**src/rtl/interleaver_pkg.sv**
```systemverilog
// -----------------------------------------------------------------------------
// interleaver_pkg
//   Shared definitions for the ROWS x COLS block interleaver.
//   - Default geometry (4x4) and the default pad value.
//   - depth_of / cnt_w_of derive the block size and the counter width from the
//     geometry, so every user sizes its counters the same way.
//   - perm(k) maps the k-th bit read out (column-major) to the storage address
//     it was written to (row-major).
// -----------------------------------------------------------------------------
package interleaver_pkg;

    localparam int   DEF_ROWS    = 4;
    localparam int   DEF_COLS    = 4;
    localparam logic DEF_PAD_BIT = 1'b0;

    // Number of bits in one interleave block.
    function automatic int depth_of(input int rows, input int cols);
        return rows * cols;
    endfunction

    // Counter width for a block of the given depth (at least one bit).
    function automatic int cnt_w_of(input int depth);
        return (depth > 1) ? $clog2(depth) : 1;
    endfunction

    localparam int DEF_DEPTH = depth_of(DEF_ROWS, DEF_COLS);
    localparam int DEF_CNT_W = cnt_w_of(DEF_DEPTH);

    // Read index k walks down a column first: row = k % rows, column = k / rows.
    // The bit at (row, col) was written at row-major address row*cols + col.
    function automatic int perm(input int k, input int rows, input int cols);
        return (k % rows) * cols + (k / rows);
    endfunction

endpackage

```
**src/rtl/ilv_bank.sv**
```systemverilog
// -----------------------------------------------------------------------------
// ilv_bank
//   One DEPTH-bit storage bank of the ping-pong interleaver.
//   Ports:
//     clk    in   system clock, posedge
//     rst    in   synchronous active-high reset, fills the bank with PAD_BIT
//     we     in   write enable for waddr
//     waddr  in   write address (row-major position)
//     wdata  in   bit to store
//     clr    in   synchronous clear of the whole bank to PAD_BIT
//     raddr  in   read address
//     rdata  out  combinational read of mem[raddr]
//   The bank is cleared once its block has been read out, so a later partial
//   (flushed) block finds PAD_BIT in every position it never wrote.
// -----------------------------------------------------------------------------
module ilv_bank
    import interleaver_pkg::*;
#(
    parameter int   DEPTH   = DEF_DEPTH,
    parameter int   ADDR_W  = DEF_CNT_W,
    parameter logic PAD_BIT = DEF_PAD_BIT
) (
    input  logic              clk,
    input  logic              rst,
    input  logic              we,
    input  logic [ADDR_W-1:0] waddr,
    input  logic              wdata,
    input  logic              clr,
    input  logic [ADDR_W-1:0] raddr,
    output logic              rdata
);

    logic [DEPTH-1:0] mem;

    // NOTE: this storage is reset on purpose: unwritten positions of a flushed
    // block must read as PAD_BIT, so it is held in flops rather than a RAM macro.
    always_ff @(posedge clk) begin
        if (rst || clr) begin
            mem <= {DEPTH{PAD_BIT}};
        end else if (we) begin
            mem[waddr] <= wdata;
        end
    end

    assign rdata = mem[raddr];

endmodule

```
**src/rtl/block_interleaver.sv**
```systemverilog
// -----------------------------------------------------------------------------
// block_interleaver
//   Transmit-side ROWS x COLS bit block interleaver with two ping-pong banks.
//   Serial bits are written row-major into the write bank; each full bank is
//   read column-major while the other bank fills. 1 bit/clk in and out when
//   not back-pressured.
//   Ports:
//     clk        in   system clock, posedge
//     rst        in   synchronous reset, active-high; discards all blocks
//     in_valid   in   in_data valid
//     in_ready   out  a bit can be accepted this cycle
//     in_data    in   serial coded bit
//     in_flush   in   close the current partial block, pad with PAD_BIT
//     out_valid  out  out_data valid
//     out_ready  in   downstream takes out_data this cycle
//     out_data   out  interleaved bit
//     out_first  out  first bit of a block (receiver alignment)
//     out_last   out  last bit of a block
// -----------------------------------------------------------------------------
module block_interleaver
    import interleaver_pkg::*;
#(
    parameter int   ROWS    = DEF_ROWS,
    parameter int   COLS    = DEF_COLS,
    parameter logic PAD_BIT = DEF_PAD_BIT
) (
    input  logic clk,
    input  logic rst,
    input  logic in_valid,
    output logic in_ready,
    input  logic in_data,
    input  logic in_flush,
    output logic out_valid,
    input  logic out_ready,
    output logic out_data,
    output logic out_first,
    output logic out_last
);

    localparam int DEPTH = depth_of(ROWS, COLS);
    localparam int CNT_W = cnt_w_of(DEPTH);

    localparam logic [CNT_W-1:0] CNT_LAST = CNT_W'(DEPTH - 1);

    // ---------------------------------------------------------------- state
    logic [1:0]       full;
    logic [1:0]       full_nxt;
    logic             wr_bank;
    logic [CNT_W-1:0] wr_cnt;
    logic             rd_bank;
    logic [CNT_W-1:0] rd_cnt;
    logic             flush_pend;   // flush seen while the write bank was busy

    // ---------------------------------------------------------------- write side
    logic accept;
    logic flush_req;
    logic wr_last;
    logic wr_close;

    assign in_ready  = !full[wr_bank];
    assign accept    = in_valid & in_ready;
    assign flush_req = in_flush | flush_pend;
    assign wr_last   = (wr_cnt == CNT_LAST);

    // A block closes when its last position is written, or on a flush that
    // finds at least one bit in it (a bit accepted this same cycle counts).
    // A flush into an empty block is dropped.
    always_comb begin
        wr_close = 1'b0;
        if (in_ready) begin
            if (accept) begin
                wr_close = wr_last | flush_req;
            end else begin
                wr_close = flush_req & (wr_cnt != '0);
            end
        end
    end

    // ---------------------------------------------------------------- read side
    logic             rd_adv;
    logic             rd_last;
    logic             rd_done;
    logic [CNT_W-1:0] rd_addr;
    logic [1:0]       bank_rdata;

    assign out_valid = full[rd_bank];
    assign rd_adv    = out_valid & out_ready;
    assign rd_last   = (rd_cnt == CNT_LAST);
    assign rd_done   = rd_adv & rd_last;

    // Column-major read address. Outputs depend only on registered state, so
    // they stay stable while out_valid is held against !out_ready.
    assign rd_addr   = CNT_W'(perm(int'(rd_cnt), ROWS, COLS));

    assign out_data  = bank_rdata[rd_bank];
    assign out_first = out_valid & (rd_cnt == '0);
    assign out_last  = out_valid & rd_last;

    // ---------------------------------------------------------------- full flags
    // Write sets a flag only on a non-full bank and read clears only a full
    // one, so set and clear never target the same bit in one cycle.
    always_comb begin
        // NOTE: every combinational output gets its default first, so no path
        // leaves it unassigned and no latch is inferred.
        full_nxt = full;
        if (wr_close) begin
            full_nxt[wr_bank] = 1'b1;
        end
        if (rd_done) begin
            full_nxt[rd_bank] = 1'b0;
        end
    end

    // ---------------------------------------------------------------- registers
    // NOTE: sequential state uses non-blocking assignments only, so every flop
    // samples pre-edge values regardless of statement order.
    always_ff @(posedge clk) begin
        if (rst) begin
            full       <= '0;
            wr_bank    <= 1'b0;
            wr_cnt     <= '0;
            rd_bank    <= 1'b0;
            rd_cnt     <= '0;
            flush_pend <= 1'b0;
        end else begin
            full <= full_nxt;

            if (wr_close) begin
                wr_cnt  <= '0;
                wr_bank <= ~wr_bank;
            end else if (accept) begin
                wr_cnt  <= wr_cnt + 1'b1;
            end

            if (rd_done) begin
                rd_cnt  <= '0;
                rd_bank <= ~rd_bank;
            end else if (rd_adv) begin
                rd_cnt  <= rd_cnt + 1'b1;
            end

            // A pending flush is resolved the first cycle the write bank is
            // free: it either closes the block with that cycle's accept or is
            // dropped because the block is empty.
            if (in_ready) begin
                flush_pend <= 1'b0;
            end else if (in_flush) begin
                flush_pend <= 1'b1;
            end
        end
    end

    // ---------------------------------------------------------------- banks
    for (genvar b = 0; b < 2; b++) begin : g_bank
        ilv_bank #(
            .DEPTH   (DEPTH),
            .ADDR_W  (CNT_W),
            .PAD_BIT (PAD_BIT)
        ) u_bank (
            .clk   (clk),
            .rst   (rst),
            .we    (accept & (wr_bank == 1'(b))),
            .waddr (wr_cnt),
            .wdata (in_data),
            .clr   (rd_done & (rd_bank == 1'(b))),
            .raddr (rd_addr),
            .rdata (bank_rdata[b])
        );
    end

endmodule

```
**config.mk**
```make
export PLATFORM = sky130hd
export DESIGN_NAME = block_interleaver
export DESIGN_NICKNAME = d
export VERILOG_FILES = /design/src/rtl/interleaver_pkg.sv /design/src/rtl/ilv_bank.sv /design/src/rtl/block_interleaver.sv
export SDC_FILE = /design/constraint.sdc
export NUM_CORES = 1
export LEC_CHECK = 0
export CORE_UTILIZATION = 60
export CTS_BUF_LIST = sky130_fd_sc_hd__clkbuf_8
export CTS_CLUSTER_DIAMETER = 40
export CTS_CLUSTER_SIZE = 25
export DETAILED_ROUTE_END_ITERATION = 7
export GPL_ROUTABILITY_DRIVEN = 0
export PLACE_DENSITY_LB_ADDON = 0.12
export SETUP_SLACK_MARGIN = 0.15
export SLEW_MARGIN = 20
export SYNTH_ARGS = -nofsm -noshare
export SYNTH_HDL_FRONTEND = slang
export SYNTH_SLANG_ARGS = --single-unit
```
**constraint.sdc**
```tcl
create_clock -name clk -period 2.1 [get_ports clk]
set_input_delay 0.42 -clock clk [delete_from_list [all_inputs] [get_ports clk]]
set_output_delay 0.42 -clock clk [all_outputs]
set_load 0.02 [all_outputs]
```
==> run_results.csv <==
group,metric,value,unit
synthesis,syn_nets,300,
sta,finalMaxSlewViolations,0,
placement,io_buffers,10,
route,dr.first_iter.drc_count,140,
worst_hold_path,hold_end,"g_bank[0].u_bank.mem[1]$_SDFFE_PP0P_",
floorplan,fp.dieArea,0.004362,mm^2
route,routedWlPerCell,15.97,um
sta,worst_hold_slack,0.4635,ns
sta,relSlewSlack,58.66,%
flow_run,maxCapViolations,0,
finish,finalInstanceArea,0.002811,mm^2
sta,finClkSkew,0.005252,ns
synthesis,synthCells,288,
cts,htree_num_levels,2,
cts,root_buffer,"clkbuf_8",
worst_hold_path,worstHoldPathCells,2,
setup_path,max_stage_delay,0.49,ns
placement,dpl_cell_area,0.002658,mm^2
setup_path,cp_max_fo,2,
route,firstDrtPassIters,4,
sta,min_period,2.253,ns
floorplan,core.rowCount,22,
sta,rsz0062_at_grt,"true",
sta,hold_violations,0,
global_routing,grt-ovfl-total,0,
sta,fmax,443.9,MHz
setup_path,startpoint,"rd_cnt[2]$_SDFFE_PP0P_",
setup_path,path_buf_inv,1,
setup_path,arrival,1.83,ns
cts,cts.sinks,45,
cts,clkTransAtPathRegs,0.09,ns
finish,fin_nets,315,
setup_path,r2r_cells,6,
global_routing,grt_max_degree,33,
synthesis,post_synth.cell_area_avg,8.546,um^2
power,powerDensity,678.2,mW/mm^2
sta,final-setup-viol-count,1,
placement,place_hpwl,3.778,mm
setup_path,worstPathCellList,"mux4_2 > or3_4 > o2111ai_2 > o221ai_2 > buf_4",
floorplan,die_y,66.05,um
worst_hold_path,hp-class,"register to register",
synthesis,yosysSeqAreaShare,36.60,%
synthesis,ys_ff_latch,45,
cts,clockBufferDepth,2,
synthesis,syn_area,0.002461,mm^2
cts,cts-buffers-inserted,5,
finish,layout-drive-gt1-share,20.72,%
worst_hold_path,min-delay-start,"g_bank[0].u_bank.mem[1]$_SDFFE_PP0P_",
setup_path,crit_family,"multiplexers",
finish,diodes,0,
floorplan,dieWidth,66.05,um
setup_path,rr_endpoint,"wr_cnt[2]$_SDFFE_PP0N_",
placement,place_ws,-0.2310,ns
sta,setup_slack,-0.1528,ns
cts,insertion_delay,0.31,ns
power,ir_worst_vdd,0.0005180,V
finish,syn_to_final_growth,14.24,%
synthesis,synth-main-ff-cell,"dfxtp_1",
sta,finalCritPeriodShare,107.3,%
global_routing,grt_pass1_wl,9.025,mm
global_routing,grt_util_all_layers,27.94,%
route,viasPerCell,5.920,
setup_path,endpoint_kind,"primary output",
synthesis,async_flop_share,0,%
run_status,violations,"negative setup slack",
setup_path,worstSetupPathType,"register to primary output",
floorplan,core,0.003799,mm^2
synthesis,ys_types,48,
power,cellLeakagePower,1.119,nW
setup_path,r2r_setup_slack,0.25,ns
sta,worst_pin_slew,0.6192,ns
synthesis,synth_edf_count,0,
setup_path,worstReg2RegStart,"wr_cnt[0]$_SDFFE_PP0N_",
floorplan,floorplan.initialDensity,64.79,%
setup_path,start_kind,"register",
sta,tns,-0.1528,ns
setup_path,slowest_stage,"mux4_2",
finish,post-route-util,74.01,%
synthesis,yosysWarnings,0,
cts,cts_tree,"built",
route,drc_errors,0,
route,route.vias.total,2084,
global_routing,grt_pass1_vias,1853,
setup_path,cp.required,1.68,ns
route,ant_nets,0,
global_routing,antenna_found_initial,0,
floorplan,pin_count,11,
route,routed_wl,5.620,mm
finish,fill_cells,304,
run_status,status,"complete, but fails checks",
==> layer usage <==
layer	wire length, um	global-route usage (%)
met1	2620	38.59
met3	309	6.552
met2	2627	42.35
met4	62	9.840
met5	0	0
==> logic make-up (layout without fill, tap and decap cells) <==
kind of cell / count (synthesis) / in the layout / synth area share, %
mux: 35 / 35 / 15.76
compound gates: 37 / 38 / 10.83
buf+inv: 32 / 47 / 6.304
fa+ha+maj: 6 / 6 / 3.050
simple gates: 129 / 129 / 26.03
flops: 45 / 45 / 36.60
xor+xnor: 4 / 4 / 1.424
==> Yosys cell counts, types with 2 or more instances <==
master	count	area (um^2)
a21oi_1	17	85.08
a2bb2oi_1	2	17.52
a31oi_1	3	18.77
and3_1	3	18.77
and4bb_2	4	50.05
buf_2	6	30.03
clkbuf_1	13	48.80
dfxtp_1	45	900.9
ha_1	6	75.07
inv_1	7	26.28
mux2_2	2	22.52
mux2_4	2	30.03
mux2i_1	29	290.3
mux4_2	2	45.04
nand2_1	34	127.6
nand2b_1	2	12.51
nand3_1	34	170.2
nand4_1	8	50.05
nor2_1	29	108.9
nor2b_1	5	31.28
nor3_1	2	10.01
o21ai_0	3	15.01
o21bai_2	2	22.52
or3_1	2	12.51
xnor2_1	3	26.28
==> metrics by stage <==
step,cells,power [mW]
after floorplan,288,1.125
final,352,1.907
after CTS,351,1.898
after global placement,342,1.213
after global routing,352,1.979
after detailed placement,342,1.217
==> worst min-delay path, stage by stage, from the launching register on <==
cell	delay [ns]
dfxtp_1	0.32
nand2_1	0.05
a21oi_1	0.06
==> cells in the final DEF (no fill, tap or decap), drive strengths merged, types with 2 or more instances in the layout <==
cell	synthesis	routed
dfxtp	45	45
nand3	35	35
nand2	34	34
mux2i	29	29
nor2	29	29
buf	9	24
a21oi	18	18
nand4	8	8
inv	7	7
clkbuf	15	6
ha	6	6
nor2b	5	5
clkdlybuf4s50	0	5
and4bb	4	4
mux2	4	4
and3	3	3
a31oi	3	3
o21ai	3	3
xnor2	3	3
a32oi	2	3
a2bb2oi	2	2
mux4	2	2
nor3	2	2
o21bai	2	2
nand2b	2	2
dlygate4sd2	0	2
or3	2	2
==> report_power, final <==
| group | switching [mW] | internal [mW] |
|---|---|---|
| clock network | 0.314 | 0.387 |
| registers | 0.0238 | 0.873 |
| logic | 0.180 | 0.128 |
==> registers in the layout, summed over array words and instances, names as in the netlist <==
register	flops
flush_pend	1
full	2
rd_cnt	4
rd_bank	1
g_bank.u_bank.mem	32
wr_bank	1
wr_cnt	4
==> how the worst max path moves through the flow <==
stage / slack, ns / endpoint / cells past startpoint
global placement: -0.21 / out_data / 5
global route: -0.21 / out_data / 5
detailed placement: -0.23 / out_data / 5
floorplan: 0.20 / out_data / 5
CTS: -0.15 / out_data / 5
finish: -0.15 / out_data / 5
==> final cells by class <==
class / instances / area, um^2 / area share (%)
inverter: 8 / 35.03 / 1.246
sequential: 45 / 909.6 / 32.35
multi-input combinational: 212 / 1444 / 51.36
clock inverter: 2 / 37.54 / 1.335
tap: 48 / 60.06 / 2.136
timing repair buffer: 31 / 242.7 / 8.634
clock buffer: 6 / 82.58 / 2.937
==> repair_timing <==
item | CTS | global route
resized for setup | 22 | 3
hold buffers | 0 | 0
buffers inserted | 1 | 0
pin swaps | 0 | 1
endpoints found under the setup margin | 5 | 6
hold endpoints to repair | 0 | 0
gates cloned | 0 | 1
(Power assumes the default switching activity.)
